`config.mk`:
```
export PLATFORM = sky130hd
export DESIGN_NAME = boton_debounce
export DESIGN_NICKNAME = d
export VERILOG_FILES = /design/src/rtl/boton_debounce_pkg.sv /design/src/rtl/debounce_canal.sv /design/src/rtl/boton_debounce.sv
export SDC_FILE = /design/constraint.sdc
export NUM_CORES = 1
export LEC_CHECK = 0
export BUFFER_PORTS_ARGS = -buffer_cell sky130_fd_sc_hd__buf_4
export CORE_UTILIZATION = 35
export DETAILED_ROUTE_END_ITERATION = 8
export HOLD_SLACK_MARGIN = 0.15
export SLEW_MARGIN = 10
export SYNTH_ARGS = -nofsm -noshare
export SYNTH_HDL_FRONTEND = slang
export SYNTH_HIERARCHICAL = 1
export SYNTH_SLANG_ARGS = --single-unit
```
`constraint.sdc`:
```
create_clock -name i_clock -period 5 [get_ports i_clock]
set_input_delay 1 -clock i_clock [delete_from_list [all_inputs] [get_ports i_clock]]
set_output_delay 1 -clock i_clock [all_outputs]
set_load 0.05 [all_outputs]
```
`src/rtl/boton_debounce_pkg.sv`:
```
// rtl/boton_debounce_pkg.sv - shared debounce FSM encoding and counter sizing
package boton_debounce_pkg;

    typedef enum logic [1:0] {
        IDLE    = 2'd0,
        CHK_ON  = 2'd1,
        ON      = 2'd2,
        CHK_OFF = 2'd3
    } estado_e;

    // Counter width is clog2 of the stability window, never below one bit.
    function automatic int cnt_width(input int n);
        return (n > 1) ? $clog2(n) : 1;
    endfunction

endpackage

```
`src/rtl/debounce_canal.sv`:
```
// rtl/debounce_canal.sv - one button channel: 2-flop synchronizer, debounce FSM, stability counter
module debounce_canal
    import boton_debounce_pkg::*;
#(
    parameter int N_CICLOS = 500000
) (
    input  logic i_clock,
    input  logic i_reset,
    input  logic i_boton,
    output logic o_pulso,
    output logic o_nivel
);

    localparam int            CW      = cnt_width(N_CICLOS);
    localparam logic [CW-1:0] CNT_MAX = CW'(N_CICLOS - 1);

    logic          meta_q;
    logic          sync_q;
    estado_e       estado_q, estado_d;
    logic [CW-1:0] cnt_q, cnt_d;
    logic          pulso_q, pulso_d;
    logic          nivel_q, nivel_d;

    always_ff @(posedge i_clock or posedge i_reset) begin
        if (i_reset) begin
            meta_q <= 1'b0;
            sync_q <= 1'b0;
        end else begin
            meta_q <= i_boton;
            sync_q <= meta_q;
        end
    end

    always_ff @(posedge i_clock or posedge i_reset) begin
        if (i_reset) begin
            estado_q <= IDLE;
            cnt_q    <= '0;
            pulso_q  <= 1'b0;
            nivel_q  <= 1'b0;
        end else begin
            estado_q <= estado_d;
            cnt_q    <= cnt_d;
            pulso_q  <= pulso_d;
            nivel_q  <= nivel_d;
        end
    end

    always_comb begin
        estado_d = estado_q;
        cnt_d    = cnt_q;
        pulso_d  = 1'b0;
        case (estado_q)
            IDLE: begin
                if (sync_q) begin
                    estado_d = CHK_ON;
                    cnt_d    = '0;
                end
            end
            CHK_ON: begin
                if (!sync_q) begin
                    estado_d = IDLE;
                end else if (cnt_q == CNT_MAX) begin
                    estado_d = ON;
                    pulso_d  = 1'b1;
                end else begin
                    cnt_d = cnt_q + 1'b1;
                end
            end
            ON: begin
                if (!sync_q) begin
                    estado_d = CHK_OFF;
                    cnt_d    = '0;
                end
            end
            CHK_OFF: begin
                // A return to 1 is bounce on release: resume ON silently.
                if (sync_q) begin
                    estado_d = ON;
                end else if (cnt_q == CNT_MAX) begin
                    estado_d = IDLE;
                end else begin
                    cnt_d = cnt_q + 1'b1;
                end
            end
            default: begin
                estado_d = IDLE;
                cnt_d    = '0;
            end
        endcase
        nivel_d = (estado_d == ON) || (estado_d == CHK_OFF);
    end

    assign o_pulso = pulso_q;
    assign o_nivel = nivel_q;

endmodule

```
`src/rtl/boton_debounce.sv`:
```
// rtl/boton_debounce.sv - N independent debounced push-button channels with press pulses
module boton_debounce
    import boton_debounce_pkg::*;
#(
    parameter int N_BOTONES = 3,
    parameter int N_CICLOS  = 500000
) (
    input  logic                 i_clock,
    input  logic                 i_reset,
    input  logic [N_BOTONES-1:0] i_boton,
    output logic [N_BOTONES-1:0] o_pulso,
    output logic [N_BOTONES-1:0] o_nivel
);

    for (genvar gi = 0; gi < N_BOTONES; gi++) begin : g_canal
        debounce_canal #(
            .N_CICLOS(N_CICLOS)
        ) u_canal (
            .i_clock(i_clock),
            .i_reset(i_reset),
            .i_boton(i_boton[gi]),
            .o_pulso(o_pulso[gi]),
            .o_nivel(o_nivel[gi])
        );
    end

endmodule

```
==> flow_summary.json, run 1 <==
{
  "finalClockSkew_ns": 0.0114,
  "yosys_register_bits": 72,
  "track_usage_pct": 16.4,
  "place_ws_ns": 2.93,
  "syn_inst": 405,
  "die_area_um2": 11400,
  "cts.reportedPaths.clkPinSlew_ns": 0.08,
  "slew-limit-headroom_pct": 38.1,
  "worstMarginPinSlew_ns": 0.927,
  "start_kind": "flop",
  "crit_buf_inv": 1,
  "synth.distinct_cells": 39,
  "hold_viol_final": 0,
  "vias_per_cell": 5.80,
  "drive_above_1_share_pct": 10.3,
  "syn_area_per_cell_um2": 9.44,
  "min_period_over_period_pct": 41.6,
  "endpoint_kind": "flop",
  "drc_errors": 0,
  "crit_path_top_delay_cell": "dfrtp_1",
  "max_stage_delay_ns": 0.45,
  "cp_max_fo": 15,
  "max_freq_mhz": 481,
  "hp-class": "flop to flop",
  "critPathKind": "flop to flop",
  "grt_max_degree": 25,
  "synthesis.area_um2": 3820,
  "final.setup.worst_slack_ns": 2.92,
  "synth_warnings": 6,
  "grt_pass1_vias": 2997,
  "ir_drop_mv": 0.238,
  "path_cells": "ha_1 -> nand4_1 -> nor2_1 -> a31o_4 -> clkinv_4 -> nand2_4 -> o41ai_1",
  "wl_per_cell_um": 15.5,
  "hpwlAfterDp_um": 5920,
  "finalPower_mw": 1.18,
  "worstPathArrival_ns": 2.32,
  "drv_slew": 0,
  "die_w_um": 107,
  "stdcell_count": 552,
  "drtIter0Drc": 152,
  "dieHeight_um": 107,
  "cts_tree": "built",
  "initial_core_util_pct": 36.6,
  "gp_congestion": 0.875,
  "post-cts-setup-buffers": 0,
  "power_density_nw_per_um2": 281,
  "antenna_found_initial": 0,
  "via_count": 3204,
  "mostFrequentLayoutCells": "dfrtp_1 (72), o21ai_0 (57), nand3_1 (30)",
  "p_leak_nw": 1.77,
  "placementRows": 37,
  "synth.net_count": 413,
  "setup_viol": 0,
  "synth_top_cell_by_area": "dfrtp_1",
  "numClockSinks": 72,
  "grt_overflow": 0,
  "rsz0062_at_grt": "no",
  "syn2layout_area_growth_pct": 10.0,
  "core-area_um2": 10500,
  "cts_max_path_buffers": 2,
  "postCtsHoldBufs": 0,
  "portBuffers": 10,
  "io_pins": 11,
  "status": "completed",
  "clk-insertion-delay-late_ns": 0.35,
  "critPathTopFamily": "compound AO/OA/AOI/OAI gates",
  "synth-edff-count": 0,
  "antenna_cells": 0,
  "dpl.cell_count": 536,
  "synth.area.top_cells": "dfrtp_1 (47%), o21ai_0 (7.5%), a31oi_1 (3.9%)",
  "synth_seq_area_share_pct": 47.1,
  "antenna_left": 0,
  "crit_required_ns": 5.24,
  "cts_made_buffers": 9,
  "final_nets": 419,
  "grt_pass1_wl_um": 14600,
  "async_flop_share_pct": 100,
  "fin_crit_ns": 2.08,
  "synth_top_area_share_pct": 47.1,
  "synth-main-ff-cell": "dfrtp_1",
  "max-cap-violations": 0,
  "root_buffer": "clkbuf_8",
  "mostFrequentLayoutCell": "dfrtp_1",
  "drt-pass1-iter-count": 4,
  "routed_wl_um": 8570,
  "fin_util_pct": 40.2,
  "ctsResizeCount": 0,
  "timing.setup.tns_ns": 0,
  "h-tree-depth": 3
}
-- worst register-to-register path: cells and delay by family (launching register included) --
kind                       cells  cell delay (ns)
DFF                            1             0.45
adders and majority gates      1             0.27
and+or+nand+nor                3             0.43
buffers and inverters          1             0.11
AOI/OAI and AO/OA              2             0.71
-- kinds of logic (layout without fill, tap and decap cells) --
kind of cell	count (synthesis)	after routing	share of synthesized area (%)
fa+ha+maj	3	3	0.981
compound gates	141	141	23.7
simple gates	147	147	21.8
buf+inv	33	44	4.22
mux	3	3	0.883
xor+xnor	6	6	1.37
flops	72	72	47.1
-- power by group --
| part | switching, mW | internal, mW | total [mW] | leakage [nW] |
|---|---|---|---|---|
| Combinational | 0.0448 | 0.0236 | 0.0684 | 0.682 |
| Clock | 0.220 | 0.274 | 0.494 | 0.110 |
| Sequential | 0.0256 | 0.596 | 0.622 | 0.979 |
-- routing by layer --
layer,part of all wire (%),track usage [%]
met1,48,22.2
met2,46,25.4
met3,4.2,3.80
met4,1.8,6.36
met5,0,0
-- area by class of cell --
cell class / count / area [µm²]
Fill cell: 1052 / 6250
Multi-Input combinational cell: 300 / 1860
Sequential cell: 72 / 1800
Tap cell: 136 / 170
Clock buffer: 13 / 169
Inverter: 18 / 82.6
Timing Repair Buffer: 10 / 75.1
Clock inverter: 3 / 47.5
-- state kept, by name, indices dropped and copies added, names as in the netlist --
signal and flops:
g_canal.u_canal/estado_q 6, g_canal.u_canal/o_pulso 3, g_canal.u_canal/meta_q 3, g_canal.u_canal/cnt_q 57, g_canal.u_canal/sync_q 3
-- final timing paths --
check | start | to | slack, ns | depth (start not counted)
setup / recovery | g_canal[0].u_canal/cnt_q[0] | g_canal[0].u_canal/cnt_q[14] | 2.92 | 7
hold / removal | g_canal[2].u_canal/meta_q | g_canal[2].u_canal/sync_q | 0.35 | 0
setup reg to reg | g_canal[0].u_canal/cnt_q[0] | g_canal[0].u_canal/cnt_q[14] | 2.92 | 7
hold reg to reg | g_canal[2].u_canal/meta_q | g_canal[2].u_canal/sync_q | 0.35 | 0
max in group asynchronous | i_reset | g_canal[2].u_canal/cnt_q[14] | 3.54 | 2
min in group asynchronous | i_reset | g_canal[0].u_canal/cnt_q[18] | 0.87 | 2
-- cell usage after synthesis, types with 6 or more instances --
cell / count
nor2_1: 18
o31ai_1: 18
a21oi_1: 12
dfrtp_1: 72
nand2_1: 24
nand4_1: 15
or3_1: 9
o21ai_0: 57
buf_2: 9
nor3_1: 9
nand3_1: 30
and3_1: 15
a31oi_1: 24
inv_1: 15
o41ai_1: 6
-- stage by stage --
stage,hold WS [ns],cell area (µm²)
finish,0.351,4210
global route,0.360,4210
CTS,0.352,4210
detailed placement,0.335,3990
global placement,0.336,3990
floorplan,0.331,3820
(Power assumes the default switching activity.)
==> run 2, diff against run 1 <==
==> constraint.sdc (replaced) <==
create_clock -name i_clock -period 1.7 [get_ports i_clock]
set_input_delay 0.34 -clock i_clock [delete_from_list [all_inputs] [get_ports i_clock]]
set_output_delay 0.34 -clock i_clock [all_outputs]
set_load 0.05 [all_outputs]
==> flow_summary.json, run 2 (synthesis gave the netlist of run 1 again) <==
{
  "status": "finished, violations left",
  "violations": "setup timing",
  "p_switching_mw": 0.908,
  "hold_viol_final": 0,
  "path_cells": "ha_2 -> nand4_1 -> buf_4 -> or3_1 -> o41ai_2",
  "drive_above_1_share_pct": 36.6,
  "antenna_left": 0,
  "clockPowerShare_pct": 44.6,
  "max_stage_delay_ns": 0.40,
  "slew-limit-headroom_pct": 62.5,
  "max_freq_mhz": 586,
  "gp_congestion": 0.852,
  "rsz0062_at_grt": "yes",
  "grt_max_degree": 25,
  "drv_slew": 0,
  "worst_hold_slack_ns": 0.352,
  "cts_made_buffers": 9,
  "critPathTopFamily": "simple AND/OR/NAND/NOR gates",
  "io_pins": 11,
  "hp-class": "flop to flop",
  "portBuffers": 10,
  "regToRegStartpoint": "g_canal[0].u_canal/cnt_q[0]",
  "crit_required_ns": 1.97,
  "ir_drop_mv": 0.566,
  "fin_crit_ns": 1.71,
  "grt_overflow": 0,
  "start_kind": "flop",
  "power.combinational.fraction_pct": 10.1,
  "drc_errors": 0,
  "numClockSinks": 72,
  "cts_tree": "built",
  "mostFrequentLayoutCells": "buf_4 (102), dfrtp_1 (67), o21ai_0 (34)",
  "routed_wl_um": 10400,
  "root_buffer": "clkbuf_8",
  "placementRows": 37,
  "clk-insertion-delay-late_ns": 0.36,
  "top_register": "g_canal.u_canal/cnt_q",
  "regArea_um2": 1810,
  "antenna_cells": 0,
  "cts_max_path_buffers": 2,
  "drtIter0Drc": 219,
  "whs_path_depth": 0,
  "dieHeight_um": 107,
  "min_period_over_period_pct": 100,
  "via_count": 3686,
  "die_area_um2": 11400,
  "core-area_um2": 10500,
  "worstPathArrival_ns": 1.97,
  "syn2layout_area_growth_pct": 41.0,
  "crit_buf_inv": 1,
  "multiInputGateArea_um2": 2180,
  "cts.reportedPaths.clkPinSlew_ns": 0.08,
  "cp_max_fo": 3,
  "seqPwrFrac_pct": 45.4,
  "grt_pass1_wl_um": 17100,
  "grt_pass1_vias": 3627,
  "post_dp_cell_area_um2": 4580,
  "whs_endpoint": "g_canal[1].u_canal/sync_q",
  "sw_frac_of_total_pct": 23.0,
  "hpwlAfterDp_um": 6800,
  "reg2reg_to": "g_canal[0].u_canal/cnt_q[14]",
  "die_w_um": 107,
  "mostFrequentLayoutCell": "buf_4",
  "power_density_nw_per_um2": 731,
  "vias_per_cell": 5.63,
  "crit_path_top_delay_cell": "or3_1",
  "largestRegisters": "g_canal.u_canal/cnt_q: 57 flops, g_canal.u_canal/estado_q: 6 flops",
  "h-tree-depth": 3,
  "max-cap-violations": 0,
  "reg2reg_slack_ns": -0.006,
  "wl_per_cell_um": 15.8,
  "setup_viol": 1,
  "largest_reg_flops": 57,
  "finalClockSkew_ns": 0.0111,
  "final_nets": 523,
  "design_area_um2": 5390,
  "drt-pass1-iter-count": 4,
  "worstMarginPinSlew_ns": 0.559,
  "track_usage_pct": 19.0,
  "initial_core_util_pct": 36.6,
  "p_int_mw": 3.04,
  "reg2reg_depth": 5,
  "p_leak_nw": 2.43,
  "final.setup.worst_slack_ns": -0.00553,
  "antenna_found_initial": 0,
  "nFillCells": 965,
  "endpoint_kind": "flop",
  "critPathKind": "flop to flop",
  "hold_start": "g_canal[1].u_canal/meta_q"
}
run 2: layout make-up:
class | instances | share of cell area [%]
Multi-Input combinational cell | 301 | 40.5
Sequential cell | 72 | 33.5
Timing Repair Buffer | 113 | 16.5
Tap cell | 136 | 3.16
Clock inverter | 6 | 2.46
Clock buffer | 9 | 2.30
Inverter | 18 | 1.62
run 2: worst max path at each step:
stage,start,end,depth (start not counted)
finish,g_canal[0].u_canal/cnt_q[0],g_canal[0].u_canal/cnt_q[14],5
global route,g_canal[2].u_canal/cnt_q[1],g_canal[2].u_canal/cnt_q[17],6
CTS,g_canal[1].u_canal/cnt_q[0],g_canal[1].u_canal/cnt_q[14],7
detailed placement,g_canal[0].u_canal/cnt_q[0],g_canal[0].u_canal/cnt_q[17],7
global placement,g_canal[0].u_canal/cnt_q[0],g_canal[0].u_canal/cnt_q[14],7
floorplan,g_canal[0].u_canal/cnt_q[0],g_canal[0].u_canal/cnt_q[17],7
run 2: timing repair:
| item | 4_1_cts | 5_1_grt |
|---|---|---|
| buffers inserted | 5 | 16 |
| pin swaps | 10 | 25 |
| endpoints found under the hold margin | 75 | 0 |
| cloned | 0 | 1 |
| gates resized for setup | 12 | 74 |
| endpoints found under the setup margin | 23 | 47 |
| hold buffers | 4 | 0 |
run 2: metrics by stage:
stage / cells / setup TNS [ns] / utilization, % / power, mW / setup WS, ns
after detailed placement: 614 / -0.500 / 43.8 / 2.14 / -0.0890
after global routing: 655 / -1.71 / 51.5 / 4.10 / -0.127
after floorplan: 405 / 0 / - / 2.01 / 0.0128
after global placement: 614 / -0.0195 / 43.8 / 2.14 / -0.0114
final: 655 / -0.00553 / 51.5 / 3.94 / -0.00553
after CTS: 638 / 0 / 47.6 / 3.95 / 0.000510
run 2: layer usage:
layer / up-vias / share of wire, % / global-route usage, %
met2: 114 / 48 / 29.8
met5: - / 0 / 0
met1: 1762 / 44 / 25.4
met4: 0 / 2.7 / 7.53
met3: 33 / 5.1 / 4.35
li1: 1777 / - / -
run 2: worst register-to-register path: stages, from the launching register on:
cell     delay (ns)
dfrtp_1        0.38
ha_2           0.19
nand4_1        0.17
buf_4          0.22
or3_1          0.40
o41ai_2        0.27
run 2: power groups by stage:
| stage | registers (mW) | logic, mW | clock network [mW] |
|---|---|---|---|
| CTS | 1.79 | 0.358 | 1.81 |
| detailed placement | 1.82 | 0.321 | 0 |
| global placement | 1.82 | 0.319 | 0 |
| finish | 1.79 | 0.397 | 1.76 |
| global route | 1.80 | 0.441 | 1.86 |
| floorplan | 1.82 | 0.190 | 0 |
==> run 3, diff against run 2 <==
--- a/config.mk
+++ b/config.mk
@@ -7,8 +7,10 @@
 export LEC_CHECK = 0
 export BUFFER_PORTS_ARGS = -buffer_cell sky130_fd_sc_hd__buf_4
 export CORE_UTILIZATION = 35
+export CTS_BUF_LIST = sky130_fd_sc_hd__clkbuf_4
 export DETAILED_ROUTE_END_ITERATION = 8
 export HOLD_SLACK_MARGIN = 0.15
+export PLACE_DENSITY = 0.56
 export SLEW_MARGIN = 10
 export SYNTH_ARGS = -nofsm -noshare
 export SYNTH_HDL_FRONTEND = slang
==> flow_summary.json, run 3 (synthesis gave the netlist of run 1 again) <==
{
  "status": "finished, violations left",
  "violations": "setup timing",
  "antenna_cells": 0,
  "stdcell_count": 646,
  "syn2layout_area_growth_pct": 33.1,
  "die_w_um": 107,
  "cp_max_fo": 5,
  "mostFrequentLayoutCell": "buf_4",
  "grt_pass1_wl_um": 16100,
  "mostFrequentLayoutCells": "buf_4 (95), dfrtp_1 (68), o21ai_0 (45)",
  "initial_core_util_pct": 36.6,
  "h-tree-depth": 3,
  "vias_per_cell": 5.50,
  "reg2reg_depth": 5,
  "grt_use_met3_pct": 4.05,
  "whs_endpoint": "g_canal[0].u_canal/sync_q",
  "place_ws_ns": -0.160,
  "reg2reg_to": "g_canal[0].u_canal/cnt_q[17]",
  "p_leak_nw": 2.28,
  "hold_start": "g_canal[0].u_canal/meta_q",
  "finalClockSkew_ns": 0.0187,
  "cp_num_cells": 5,
  "clk-insertion-delay-late_ns": 0.43,
  "portBuffers": 10,
  "via_count": 3550,
  "fin_crit_ns": 1.72,
  "slew-limit-headroom_pct": 71.9,
  "drtIter0Drc": 180,
  "max_stage_delay_ns": 0.55,
  "endpoint_kind": "flop",
  "drive_above_1_share_pct": 34.3,
  "min_period_over_period_pct": 101,
  "hold_viol_final": 0,
  "die_area_um2": 11400,
  "numClockSinks": 72,
  "dieHeight_um": 107,
  "critPathTopFamily": "simple AND/OR/NAND/NOR gates",
  "cts.reportedPaths.clkPinSlew_ns": 0.13,
  "whs_path_depth": 0,
  "top_register": "g_canal.u_canal/cnt_q",
  "cts_max_path_buffers": 2,
  "root_buffer": "clkbuf_4",
  "critPathKind": "flop to flop",
  "ir_drop_mv": 0.328,
  "final_nets": 513,
  "track_usage_pct": 18.1,
  "routed_wl_um": 9590,
  "antenna_left": 0,
  "core-area_um2": 10500,
  "final.setup.worst_slack_ns": -0.0213,
  "crit_buf_inv": 0,
  "path_cells": "nand4_2 -> or4_4 -> o21a_1 -> o21ai_2 -> o41ai_4",
  "drv_slew": 0,
  "dpl.cell_count": 606,
  "start_kind": "flop",
  "power_density_nw_per_um2": 610,
  "largestRegisters": "g_canal.u_canal/cnt_q: 57 flops, g_canal.u_canal/estado_q: 6 flops",
  "wl_per_cell_um": 14.8,
  "placementRows": 37,
  "worstPathArrival_ns": 2.05,
  "crit_required_ns": 2.02,
  "max-cap-violations": 0,
  "reg2reg_slack_ns": -0.02,
  "drt-pass1-iter-count": 6,
  "grt_pass1_vias": 3288,
  "cts_tree": "built",
  "cts_made_buffers": 9,
  "grt_overflow": 0,
  "worstMarginPinSlew_ns": 0.418,
  "io_pins": 11,
  "crit_path_top_delay_cell": "or4_4",
  "grt_use_met1_pct": 24.5,
  "gp_congestion": 0.857,
  "hp-class": "flop to flop",
  "rsz0062_at_grt": "yes",
  "regToRegStartpoint": "g_canal[0].u_canal/cnt_q[8]",
  "grt.busiest_layer": "met2",
  "largest_reg_flops": 57,
  "antenna_found_initial": 0,
  "grt_use_met2_pct": 28.5,
  "hpwlAfterDp_um": 6530,
  "grt_max_degree": 25,
  "max_freq_mhz": 581,
  "drc_errors": 0,
  "setup_viol": 5
}
## run 3: worst reg2reg max path: stages (launching register included)
cell and delay [ns]:
dfrtp_1 0.46, nand4_2 0.16, or4_4 0.55, o21a_1 0.22
o21ai_2 0.15, o41ai_4 0.10
## run 3: where the power goes
part           switching (mW)  internal, mW
clock                   0.620         0.306
combinational           0.213         0.175
sequential             0.0378          1.75
total                   0.871          2.23
## run 3: worst max-delay path by stage
stage,endpoint,from
6_report,g_canal[0].u_canal/cnt_q[17],g_canal[0].u_canal/cnt_q[8]
3_3_place_gp,g_canal[0].u_canal/cnt_q[17],g_canal[0].u_canal/cnt_q[1]
5_1_grt,g_canal[1].u_canal/cnt_q[14],g_canal[1].u_canal/cnt_q[0]
2_1_floorplan,g_canal[0].u_canal/cnt_q[17],g_canal[0].u_canal/cnt_q[0]
3_5_place_dp,g_canal[0].u_canal/cnt_q[17],g_canal[0].u_canal/cnt_q[1]
4_1_cts,g_canal[0].u_canal/cnt_q[17],g_canal[0].u_canal/cnt_q[17]
## run 3: through the flow
stage	util (%)	hold WS, ns	TNS, ns	cell area (µm²)	total power, mW
floorplan	-	0.331	0	3830	2.01
global placement	43.2	0.335	-0.0454	4520	2.14
detailed placement	43.2	0.336	-0.723	4520	2.14
CTS	46.1	0.361	-0.122	4820	3.13
global route	48.7	0.372	-2.14	5090	3.30
finish	48.7	0.358	-0.0695	5090	3.11
## run 3: cell type report
cell class	count	area, µm²
inverter	18	90.1
clock buffer	10	75.1
tap	136	170
multi-input combinational	300	2100
fill	1004	5370
sequential	72	1810
clock inverter	6	36.3
timing repair buffer	104	810
## run 3: routing by layer
metal	up-vias	wire length [µm]
li1	1750	-
met3	8	360
met4	0	76
met1	1727	4580
met5	-	0
met2	65	4570
## run 3: timing repair
item                                   CTS  global route
resized for setup                       19            43
cloned                                   0             0
setup endpoints to repair               23            45
endpoints found under the hold margin   75             0
setup buffers                            6            14
pin swaps                                9            19
hold buffers                             4             0
